--- src/rtl/imem_boot_loader.sv ---
// imem_boot_loader
//   Boot sequencer for the RV32I instruction memory. It holds the CPU in
//   reset and receives a byte stream made of a 16-bit word count N (low byte
//   first) followed by N little-endian 32-bit words. Each word is written to
//   the instruction memory at byte address word_idx*4, starting from 0. When
//   the load completes, the CPU is released.
//
//   Optional feature: define IMEM_BOOT_CHECKSUM_EN to expect one trailing
//   byte. That byte is the XOR of all payload bytes. A mismatch aborts to ERR.
//
// Ports
//   clk, reset        rising-edge clock, synchronous active-high reset
//   start             load request pulse (honoured in IDLE/DONE/ERR)
//   rx_data/valid     byte stream in; rx_ready is the registered accept flag
//   mem_we/waddr/wdata instruction memory write port (one cycle per word)
//   cpu_hold          high keeps the CPU in reset
//   done / error      load finished successfully / aborted
//   loaded_words      words written in the current or last load
//
// State table
//   IDLE   | after reset, waiting for start, CPU held
//   LEN_LO | accepting low byte of word count
//   LEN_HI | accepting high byte of word count, range check
//   DATA   | accepting payload bytes, writing one word per four bytes
//   LAST   | one quiet cycle so the final write lands before release
//   CHK    | accepting checksum byte (IMEM_BOOT_CHECKSUM_EN only)
//   DONE   | load complete, CPU released
//   ERR    | load aborted, CPU held until start or reset
module imem_boot_loader #(
  parameter int ADDR_W = 8
) (
  input  logic              clk,
  input  logic              reset,
  input  logic              start,
  input  logic [7:0]        rx_data,
  input  logic              rx_valid,
  output logic              rx_ready,
  output logic              mem_we,
  output logic [31:0]       mem_waddr,
  output logic [31:0]       mem_wdata,
  output logic              cpu_hold,
  output logic              done,
  output logic              error,
  output logic [ADDR_W:0]   loaded_words
);

  typedef enum logic [2:0] {
    ST_IDLE,
    ST_LEN_LO,
    ST_LEN_HI,
    ST_DATA,
    ST_LAST,
`ifdef IMEM_BOOT_CHECKSUM_EN
    ST_CHK,
`endif
    ST_DONE,
    ST_ERR
  } state_t;

  localparam logic [16:0]     CAP    = 17'd1 << ADDR_W;
  localparam logic [ADDR_W:0] LW_ONE = {{ADDR_W{1'b0}}, 1'b1};

  state_t            state;
  logic [7:0]        len_lo;
  logic [ADDR_W:0]   n_words;
  logic [1:0]        lane;
  logic [23:0]       word_buf;
`ifdef IMEM_BOOT_CHECKSUM_EN
  logic [7:0]        csum;
`endif

  logic              xfer;
  logic [15:0]       len_full;
  logic              len_bad;
  logic [ADDR_W:0]   words_next;

  assign xfer       = rx_valid & rx_ready;
  assign len_full   = {rx_data, len_lo};
  assign len_bad    = (len_full == 16'd0) || ({1'b0, len_full} > CAP);
  assign words_next = loaded_words + LW_ONE;

  // loaded_words doubles as the word index: both restart at 0 for every load
  // and advance together on each written word.
  always_ff @(posedge clk) begin
    if (reset) begin
      state        <= ST_IDLE;
      rx_ready     <= 1'b0;
      mem_we       <= 1'b0;
      mem_waddr    <= 32'd0;
      mem_wdata    <= 32'd0;
      cpu_hold     <= 1'b1;
      done         <= 1'b0;
      error        <= 1'b0;
      loaded_words <= '0;
      len_lo       <= 8'd0;
      n_words      <= '0;
      lane         <= 2'd0;
      word_buf     <= 24'd0;
`ifdef IMEM_BOOT_CHECKSUM_EN
      csum         <= 8'd0;
`endif
    end else begin
      mem_we <= 1'b0;
      case (state)
        ST_IDLE, ST_DONE, ST_ERR: begin
          if (start) begin
            state    <= ST_LEN_LO;
            rx_ready <= 1'b1;
            cpu_hold <= 1'b1;
            done     <= 1'b0;
            error    <= 1'b0;
`ifdef IMEM_BOOT_CHECKSUM_EN
            csum     <= 8'd0;
`endif
          end
        end
        ST_LEN_LO: begin
          if (xfer) begin
            len_lo <= rx_data;
            state  <= ST_LEN_HI;
          end
        end
        ST_LEN_HI: begin
          if (xfer) begin
            if (len_bad) begin
              state    <= ST_ERR;
              rx_ready <= 1'b0;
              error    <= 1'b1;
            end else begin
              state        <= ST_DATA;
              n_words      <= len_full[ADDR_W:0];
              loaded_words <= '0;
              lane         <= 2'd0;
            end
          end
        end
        ST_DATA: begin
          if (xfer) begin
`ifdef IMEM_BOOT_CHECKSUM_EN
            csum <= csum ^ rx_data;
`endif
            lane <= lane + 2'd1;
            case (lane)
              2'd0: word_buf[7:0]   <= rx_data;
              2'd1: word_buf[15:8]  <= rx_data;
              2'd2: word_buf[23:16] <= rx_data;
              default: begin
                mem_wdata    <= {rx_data, word_buf};
                mem_waddr    <= {{(30-ADDR_W){1'b0}}, loaded_words[ADDR_W-1:0], 2'b00};
                mem_we       <= 1'b1;
                loaded_words <= words_next;
                if (words_next == n_words) begin
`ifdef IMEM_BOOT_CHECKSUM_EN
                  state    <= ST_CHK;
`else
                  state    <= ST_LAST;
                  rx_ready <= 1'b0;
`endif
                end
              end
            endcase
          end
        end
        ST_LAST: begin
          state    <= ST_DONE;
          done     <= 1'b1;
          cpu_hold <= 1'b0;
        end
`ifdef IMEM_BOOT_CHECKSUM_EN
        ST_CHK: begin
          if (xfer) begin
            rx_ready <= 1'b0;
            if (rx_data == csum) begin
              state    <= ST_DONE;
              done     <= 1'b1;
              cpu_hold <= 1'b0;
            end else begin
              state <= ST_ERR;
              error <= 1'b1;
            end
          end
        end
`endif
        default: begin
          state    <= ST_IDLE;
          rx_ready <= 1'b0;
          cpu_hold <= 1'b1;
        end
      endcase
    end
  end

endmodule

--- config.mk ---
export PLATFORM = sky130hd
export DESIGN_NAME = imem_boot_loader
export DESIGN_NICKNAME = d
export VERILOG_FILES = /design/src/rtl/imem_boot_loader.sv
export SDC_FILE = /design/constraint.sdc
export NUM_CORES = 1
export LEC_CHECK = 0
export BUFFER_PORTS_ARGS = -buffer_cell sky130_fd_sc_hd__buf_2
export CORE_MARGIN = 2
export CORE_UTILIZATION = 48
export DETAILED_ROUTE_END_ITERATION = 12
export PLACE_DENSITY = 0.71
export SLEW_MARGIN = 0
export SYNTH_ARGS = -nofsm -noshare
export SYNTH_HDL_FRONTEND = slang
export SYNTH_SLANG_ARGS = --single-unit
--- constraint.sdc ---
create_clock -name clk -period 3.3 [get_ports clk]
set_clock_uncertainty 0.05 [all_clocks]
set_input_delay 0.165 -clock clk [delete_from_list [all_inputs] [get_ports clk]]
set_output_delay 0.165 -clock clk [all_outputs]
set_load 0.05 [all_outputs]
After elaboration in Yosys (flattened, before gate mapping)
Index checks and enable logic that the tools add are counted.
W data, S select, Z words.
{"block": "op_classes", "addsub": 2, "n_lt_le_gt_ge": 1, "n_eq_ne": 17, "muxes": 31, "bitwise_logic": 7, "reduce_logical": 25}
{"operator": "$mux W9", "n": 4}
{"operator": "$mux W3", "n": 7}
{"operator": "$pmux W9 S2", "n": 1}
{"operator": "$gt A16 B9 Y1 const B", "n": 1}
{"operator": "$logic_not A16 Y1", "n": 1}
{"operator": "$ne A2 B2 Y1 const B", "n": 8}
{"operator": "$pmux W3 S5", "n": 1}
{"operator": "$reduce_and A3 Y1", "n": 5}
{"operator": "$reduce_or A3 Y1", "n": 4}
{"operator": "$mux W1", "n": 10}
{"operator": "$add A9 B1 Y9 const B", "n": 1}
{"operator": "$eq A3 B3 Y1 const B", "n": 3}
{"operator": "$eq A9 B9 Y1", "n": 1}
{"operator": "$reduce_and A4 Y1", "n": 2}
{"operator": "$reduce_and A7 Y1", "n": 1}
{"operator": "$eq A3 B2 Y1 const B", "n": 2}
{"operator": "$mux W2", "n": 3}
{"operator": "$not A1 Y1", "n": 6}
{"operator": "$reduce_and A2 Y1", "n": 3}
{"operator": "$reduce_and A6 Y1", "n": 1}
{"operator": "$reduce_bool A2 Y1", "n": 3}
{"operator": "$reduce_and A5 Y1", "n": 1}
{"operator": "$pmux W1 S2", "n": 2}
{"operator": "$pmux W1 S4", "n": 1}
{"operator": "11 further kinds", "n": 11}
{"block": "totals", "reg_bits": 100, "inputBits": 12, "out_inout_bits": 78, "elab_cells": 98}

Longest topological paths before layout
Gate-level depths: netlist (run 1).
{"block": "logic_depth", "word_depth": 6, "depth_mapped": 8, "ltp_nobuf": 7}

Worst setup path after synthesis (run 1)
Ideal clock, no wire load.
{"block": "synth_path", "kind": "register to register", "from": "reg loaded_words[0]", "to": "reg state[1]", "setup_time_ps": 132, "arrival_ps": 2342, "t_required_ps": 3118, "slack_ps": 776, "stages_incl_launch_ff": 7, "path_buffers": 0, "synth_period_minus_slack_ps": 2524, "cell_sequence": "dfxtp_1 > ha_1 > nand3_1 > or3_1 > a2111oi_4 > o21ai_0 > nor4b_1"}
{"block": "synth_via", "elab_chain_len": 4}
{"item": "start: declaration", "line": "44", "source": "output logic [ADDR_W:0] loaded_words"}
{"item": "start signal: assignment", "line": "151", "source": "loaded_words <= words_next;"}
{"item": "$add A9 B1 Y9", "line": "80", "source": "assign words_next = loaded_words + LW_ONE;"}
{"item": "$eq A9 B9 Y1", "line": "152", "source": "if (words_next == n_words) begin"}
{"item": "$ne A2 B2 Y1 (no line)"}
{"item": "$reduce_and A6 Y1 (no line)"}
{"item": "end signal: assignment", "line": "86", "source": "state <= ST_IDLE;"}
{"item": "end signal: assignment", "line": "156", "source": "state <= ST_LAST;"}
{"item": "end signal: assignment", "line": "165", "source": "state <= ST_DONE;"}
{"item": "end: declaration", "line": "63", "source": "state_t state;"}
Every way passes these cells.
A chain may end at the register's enable or synchronous reset.

Final worst setup path (run 1)
Same ends and word-level chain as after synthesis.

==> metrics.md, run 1 <==
| Metric | Value |
|---|---|
| Status | `complete, no violations` |
| F_max | `0.404 GHz` |
| Setup TNS | `0 ns` |
| Initial Util | `48.6%` |
| Worst skew pair latency | `0.36 ns` |
| Total wire length | `10000 um` |
| Critical path required time | `3.49 ns` |
| Sw Pwr | `0.575 mW` |
| CP max FO | `8` |
| Die Y-Extent | `100 um` |
| Largest net degree at the start of global routing | `44` |
| Reg clk slew, reported paths | `0.10 ns` |
| DRT antenna net count | `0` |
| Port bufs | `65` |
| Clock Tree Buf Depth | `2` |
| DR pass1 iterations | `5` |
| Power density over the cells | `449 nW/um^2` |
| Synth Area in Compound Gates | `17.4%` |
| Hold Path Class | `in -> reg` |
| Ranking of synthesized cells by area | `dfxtp_1 45%, nand2_1 10%, a21oi_1 8.9%` |
| All-Layer GR Usage | `20.8%` |
| Setup bufs post-CTS | `0` |
| Main synth FF type | `dfxtp_1` |
| CP max stage cell | `dfxtp_1` |
| Hold_buf cts | `0` |
| Max stage delay on crit path | `0.51 ns` |
| Final setup fails | `0` |
| Seq pwr share | `55.7%` |
| RR Startpoint | `loaded_words[0]` |
| Post-layout net count | `613` |
| Register area | `2000 um^2` |
| Final Hold Viols | `0` |
| Synth area leader | `dfxtp_1` |
| Count leader, synth | `nand2_1` |
| Fillcell total | `885` |
| Warnings from Yosys | `0` |
| Iteration-0 DRC Markers | `260` |
| Clock Power Share | `36.6%` |
| Setup crit end kind | `flop` |
| CTS root buffer | `clkbuf_8` |
| Ports | `90` |
| Adder-cell area share of the yosys netlist | `1.41%` |
| Core Rows | `35` |
| Worst hold endpoint | `mem_wdata[26]` |
| Area Growth Syn to Fin | `10.9%` |
| Worst relative slew slack | `56.7%` |
| Leak | `1.84 nW` |
| CP Data Arrival Time | `2.66 ns` |
| Initial antenna violation count | `0` |
| Switching Fraction | `26.1%` |
| Worst slack at placement | `0.827 ns` |
| Post-synthesis mux area share | `3.85%` |
| Seq cells post-synth | `100` |
| R2R Setup Slk | `0.82 ns` |
| Total power draw | `2.20 mW` |
| RSZ-0062 raised after global routing | `false` |
| TritonCTS Buffers | `9` |
| Area of the mapped netlist | `4420 um^2` |
| FF-to-FF path depth | `6` |
| Multi-input gate area | `2150 um^2` |
| Power share of the combinational group | `7.7%` |
| Vias in the first global route | `3462` |
| Core area | `9110 um^2` |
| Yosys cell types | `52` |
| Grt total ovfl | `0` |
| Fin crit share | `75.0%` |
| Hold Crit Start | `rx_data[2]` |
| WHS Path Cells | `3` |
| Post-Syn Instances | `552` |
| Slew at the pin closest to its max-slew limit | `0.643 ns` |
| Post-Synth XOR/XNOR Area | `1.98%` |
| Layout cells sized above 1 | `16.1%` |
| Fin cells | `712` |
| WL per Instance | `14.1 um` |
| Dpl hpwl | `6920 um` |
| Post-synth top cells | `122 x nand2_1, 100 x dfxtp_1, 79 x a21oi_1, 39 x nor2_1, 34 x clkbuf_1` |
| Startpoint types | `flop` |
| Simple-gate area share of the yosys netlist | `22.0%` |
| Inserted Diodes | `0` |
| Die area | `10000 um^2` |
| Slew Limit Fails | `0` |
| Max-cap viol count | `0` |
| Post-synth EDFFs | `0` |
| Final min period | `2.48 ns` |
| Cell total after placement | `696` |
| Quantity of gates resized following cts | `0` |
| TritonCTS clock tree | `built` |
| CTS sink count | `100` |
| Share of the yosys chip area belonging to registers | `45.3%` |
| Crit-path cells | `ha_1 -> nand3_1 -> or3_1 -> a2111oi_4 -> o21ai_0 -> nor4b_1` |
| Global-route wire length before repair | `16800 um` |
| Final WS setup | `0.825 ns` |
| Routability Congestion | `0.863` |
| Syn_area_per_cell | `8.01 um^2` |
| Setup CP Type | `reg -> reg` |
| Layout Utilization | `53.8%` |
| Internal power consumption | `1.63 mW` |
| IR drop worst, VDD | `0.227 mV` |
| Die W | `100 um` |
| Residual DRC | `0` |
| Vias per cell | `5.46` |
| Largest family of logic cells by synthesized area | `simple AND/OR/NAND/NOR gates` |
| Async set-or-reset flop fraction in the synthesized netlist | `0%` |
| H-Tree Depth | `3` |
| Routed vias | `3889` |
| Top cell type's share of synthesized area | `45.3%` |
| Worst r2r dst | `state[1]` |
sequential cells by signal (all words and copies together) (netlist names):
name,cells
mem_wdata,32
word_buf,24
loaded_words,9
n_words,9
len_lo,8
mem_waddr,8
state,3
lane,2
cpu_hold,1
done,1
error,1
mem_we,1
rx_ready,1
worst max-delay path: cells and delay by family (launching register included):
kind	cells	cell delay, ns
simple gates	3	0.80
compound gates	2	0.65
flops	1	0.51
fa+ha+maj	1	0.34
per-stage QoR:
step | area (um^2) | hold slack (ns)
floorplan | 4510 | 0.251
global placement | 4690 | 0.392
detailed placement | 4690 | 0.393
CTS | 4900 | 0.0409
global route | 4900 | 0.0457
finish | 4900 | 0.0516
worst max-delay path by stage:
stage	from	endpoint	depth (start not counted)
2_1_floorplan	loaded_words[0]	state[1]	6
3_3_place_gp	loaded_words[0]	state[1]	6
6_report	loaded_words[0]	state[1]	6
5_1_grt	loaded_words[0]	state[1]	6
4_1_cts	loaded_words[0]	state[1]	6
3_5_place_dp	loaded_words[0]	state[1]	6
logic make-up after synthesis:
logic type / count (synthesis)
adders and majority gates: 5
DFF: 100
xor gates and xnor gates: 10
and+or+nand+nor: 224
buffers and inverters: 68
other: 1
muxes: 17
AOI/OAI and AO/OA: 127
layer usage:
metal	part of all wire (%)	vias up	wire [um]	global-route usage, %
met5	0	-	0	0
met4	0.80	0	80	6.11
met3	5.5	10	550	5.29
met2	48	105	4820	34.0
met1	46	1841	4570	27.2
li1	-	1933	-	-
power by group through the flow:
stage | clock, mW | sequential [mW] | combinational (mW)
after floorplan | 0 | 1.25 | 0.156
after global routing | 0.883 | 1.23 | 0.184
after CTS | 0.829 | 1.23 | 0.169
after global placement | 0 | 1.25 | 0.167
after detailed placement | 0 | 1.25 | 0.169
final | 0.806 | 1.23 | 0.170
final cells by class:
class                   instances  share of cell area, %
well taps                     111                   2.83
clock buffers                  10                   2.81
multi-input cells             407                   43.9
repair buffers                 72                   7.71
inverters                       6                  0.459
flip-flops and latches        100                   40.8
clock inverters                 6                   1.45
placed cells by master (no fill, tap or decap), drive strengths merged, types with 3 or more instances in the layout:
master,instances
and2,5
a31o,3
buf,72
and3,5
inv,8
nor2,41
dfxtp,100
o21ai,14
nand3,30
nand4,3
xor2,5
conb,24
nor3,4
mux2i,17
xnor2,5
a31oi,5
a311oi,6
a21oi,80
o21a,3
ha,5
nand2,122
clkbuf,10
(Power assumes the default switching activity.)
==> run 2, diff against run 1 <==
==> constraint.sdc (replaced) <==
create_clock -name clk -period 2.4 [get_ports clk]
set_clock_uncertainty 0.05 [all_clocks]
set_input_delay 0.12 -clock clk [delete_from_list [all_inputs] [get_ports clk]]
set_output_delay 0.12 -clock clk [all_outputs]
set_load 0.05 [all_outputs]
==> metrics.md, run 2 (same netlist as run 1, synthesis figures left out) <==
| Metric | Value |
|---|---|
| Reg with most FFs | `mem_wdata` |
| Largest net degree at the start of global routing | `34` |
| CP Buf/Inv Count | `0` |
| Final min period | `2.26 ns` |
| Final setup fails | `0` |
| Setup CP Type | `reg -> reg` |
| Initial antenna violation count | `0` |
| Seq pwr share | `53.8%` |
| H-Tree Depth | `3` |
| CP max FO | `8` |
| Startpoint types | `flop` |
| Max stage delay on crit path | `0.42 ns` |
| Area Growth Syn to Fin | `13.1%` |
| Routability Congestion | `0.907` |
| Final Hold Viols | `0` |
| Layout Utilization | `54.9%` |
| Worst skew pair latency | `0.37 ns` |
| TritonCTS Buffers | `9` |
| Setup bufs post-CTS | `0` |
| IR drop worst, VDD | `0.335 mV` |
| Die Y-Extent | `100 um` |
| TritonCTS clock tree | `built` |
| Residual DRC | `0` |
| Area after DPL | `4760 um^2` |
| CP max stage cell | `dfxtp_2` |
| Internal power consumption | `2.34 mW` |
| Hold Path Class | `in -> reg` |
| Post-layout net count | `623` |
| Die W | `100 um` |
| Crit-path cells | `ha_2 -> xor2_1 -> a311oi_1 -> o2111ai_1 -> a2111oi_4 -> o21ai_0 -> nor4b_1` |
| Initial Util | `48.6%` |
| Slew at the pin closest to its max-slew limit | `0.580 ns` |
| Setup crit end kind | `flop` |
| Vias per cell | `5.41` |
| RSZ-0062 raised after global routing | `false` |
| Grt total ovfl | `0` |
| Die area | `10000 um^2` |
| CTS root buffer | `clkbuf_8` |
| Switching Fraction | `25.1%` |
| Leak | `1.91 nW` |
| Core area | `9110 um^2` |
| CTS sink count | `100` |
| Total wire length | `10300 um` |
| Biggest regs | `mem_wdata: 32 flops, word_buf: 24 flops` |
| WL per Instance | `14.3 um` |
| Power share of the combinational group | `7.8%` |
| DRT antenna net count | `0` |
| Setup TNS | `0 ns` |
| DR pass1 iterations | `6` |
| F_max | `0.443 GHz` |
| Cell total after placement | `705` |
| Global-route wire length before repair | `17100 um` |
| Dpl hpwl | `7070 um` |
| Ports | `90` |
| Iteration-0 DRC Markers | `343` |
| Final instance area | `5000 um^2` |
| Vias in the first global route | `3545` |
| Inserted Diodes | `0` |
| R2R Setup Slk | `0.14 ns` |
| Layout cells sized above 1 | `17.7%` |
| Commonest cells after routing, fill and taps aside | `122 x nand2_1, 98 x dfxtp_1, 79 x a21oi_1` |
| Worst relative slew slack | `61.3%` |
| CP Data Arrival Time | `2.45 ns` |
| Max reg flops | `32` |
| Slew Limit Fails | `0` |
| Fin crit share | `94.0%` |
| Cell family with most CP delay | `compound AO/OA/AOI/OAI gates` |
| Sw Pwr | `0.785 mW` |
| Status | `complete, no violations` |
| Reg clk slew, reported paths | `0.10 ns` |
| Max-cap viol count | `0` |
| Fin cells | `722` |
| Port bufs | `65` |
| Core Rows | `35` |
| Power density over the cells | `625 nW/um^2` |
| Most common cell after layout, fill and taps aside | `nand2_1` |
| All-Layer GR Usage | `21.2%` |
| Clock Power Share | `38.4%` |
| Clock Tree Buf Depth | `2` |
| Critical path required time | `2.59 ns` |
| Routed vias | `3903` |
| Fillcell total | `879` |
-- run 2: cell count changes in the layout (fill, tap and decap cells not counted) --
| cell | change |
|---|---|
| dfxtp_1 | -2 |
| clkbuf_1 | +1 |
| bufinv_16 | +1 |
| ha_2 | +1 |
| inv_6 | -1 |
| clkinvlp_4 | -2 |
| buf_4 | +9 |
| dlygate4sd3_1 | +1 |
| ha_1 | -1 |
| clkinv_2 | +1 |
| dfxtp_2 | +2 |
-- run 2: power by group through the flow --
stage	clock network (mW)	logic, mW	registers [mW]
final	1.20	0.243	1.68
after global routing	1.30	0.262	1.69
after CTS	1.23	0.241	1.68
after detailed placement	0	0.239	1.72
after global placement	0	0.238	1.72
after floorplan	0	0.215	1.72
-- run 2: metrics by stage --
stage / worst slack, ns / total power, mW / hold slack, ns
final: 0.144 / 3.13 / 0.0143
after global routing: 0.00829 / 3.24 / 0.0199
after CTS: 0.131 / 3.15 / 0.00332
after floorplan: 0.113 / 1.94 / 0.206
after detailed placement: 0.166 / 1.96 / 0.395
after global placement: 0.245 / 1.96 / 0.382
-- run 2: timing repair --
action	4_1_cts	5_1_grt
endpoints found under the hold margin	2	0
resized for setup	0	1
setup endpoints to repair	0	1
hold buffers	1	0
-- run 2: worst paths after layout --
check                        to  cells past startpoint             from
setup / recovery       state[1]                      7  loaded_words[0]
hold / removal    mem_wdata[25]                      3       rx_data[1]
setup reg to reg       state[1]                      7  loaded_words[0]
hold reg to reg    mem_waddr[7]                      2     mem_waddr[7]
-- run 2: per-layer routing --
layer / vias to the layer above / wire length, um / track usage [%]
li1: 1943 / - / -
met1: 1815 / 4650 / 28.9
met2: 132 / 4970 / 34.1
met3: 13 / 572 / 3.83
met4: 0 / 129 / 7.48
met5: - / 0 / 0
-- run 2: cell type report --
class	instances	area (um^2)	area share (%)
clock inverters	5	82.6	1.65
flip-flops and latches	100	2000	40.1
inverters	6	22.5	0.450
well taps	111	139	2.78
multi-input cells	407	2160	43.1
repair buffers	82	455	9.11
clock buffers	11	141	2.83
-- run 2: worst register-to-register path, delay by kind of cell, from the launching register on --
kind / cells / cell delay [ns]
xor+xnor: 1 / 0.14
flops: 1 / 0.42
fa+ha+maj: 1 / 0.31
simple gates: 1 / 0.17
compound gates: 4 / 1.05
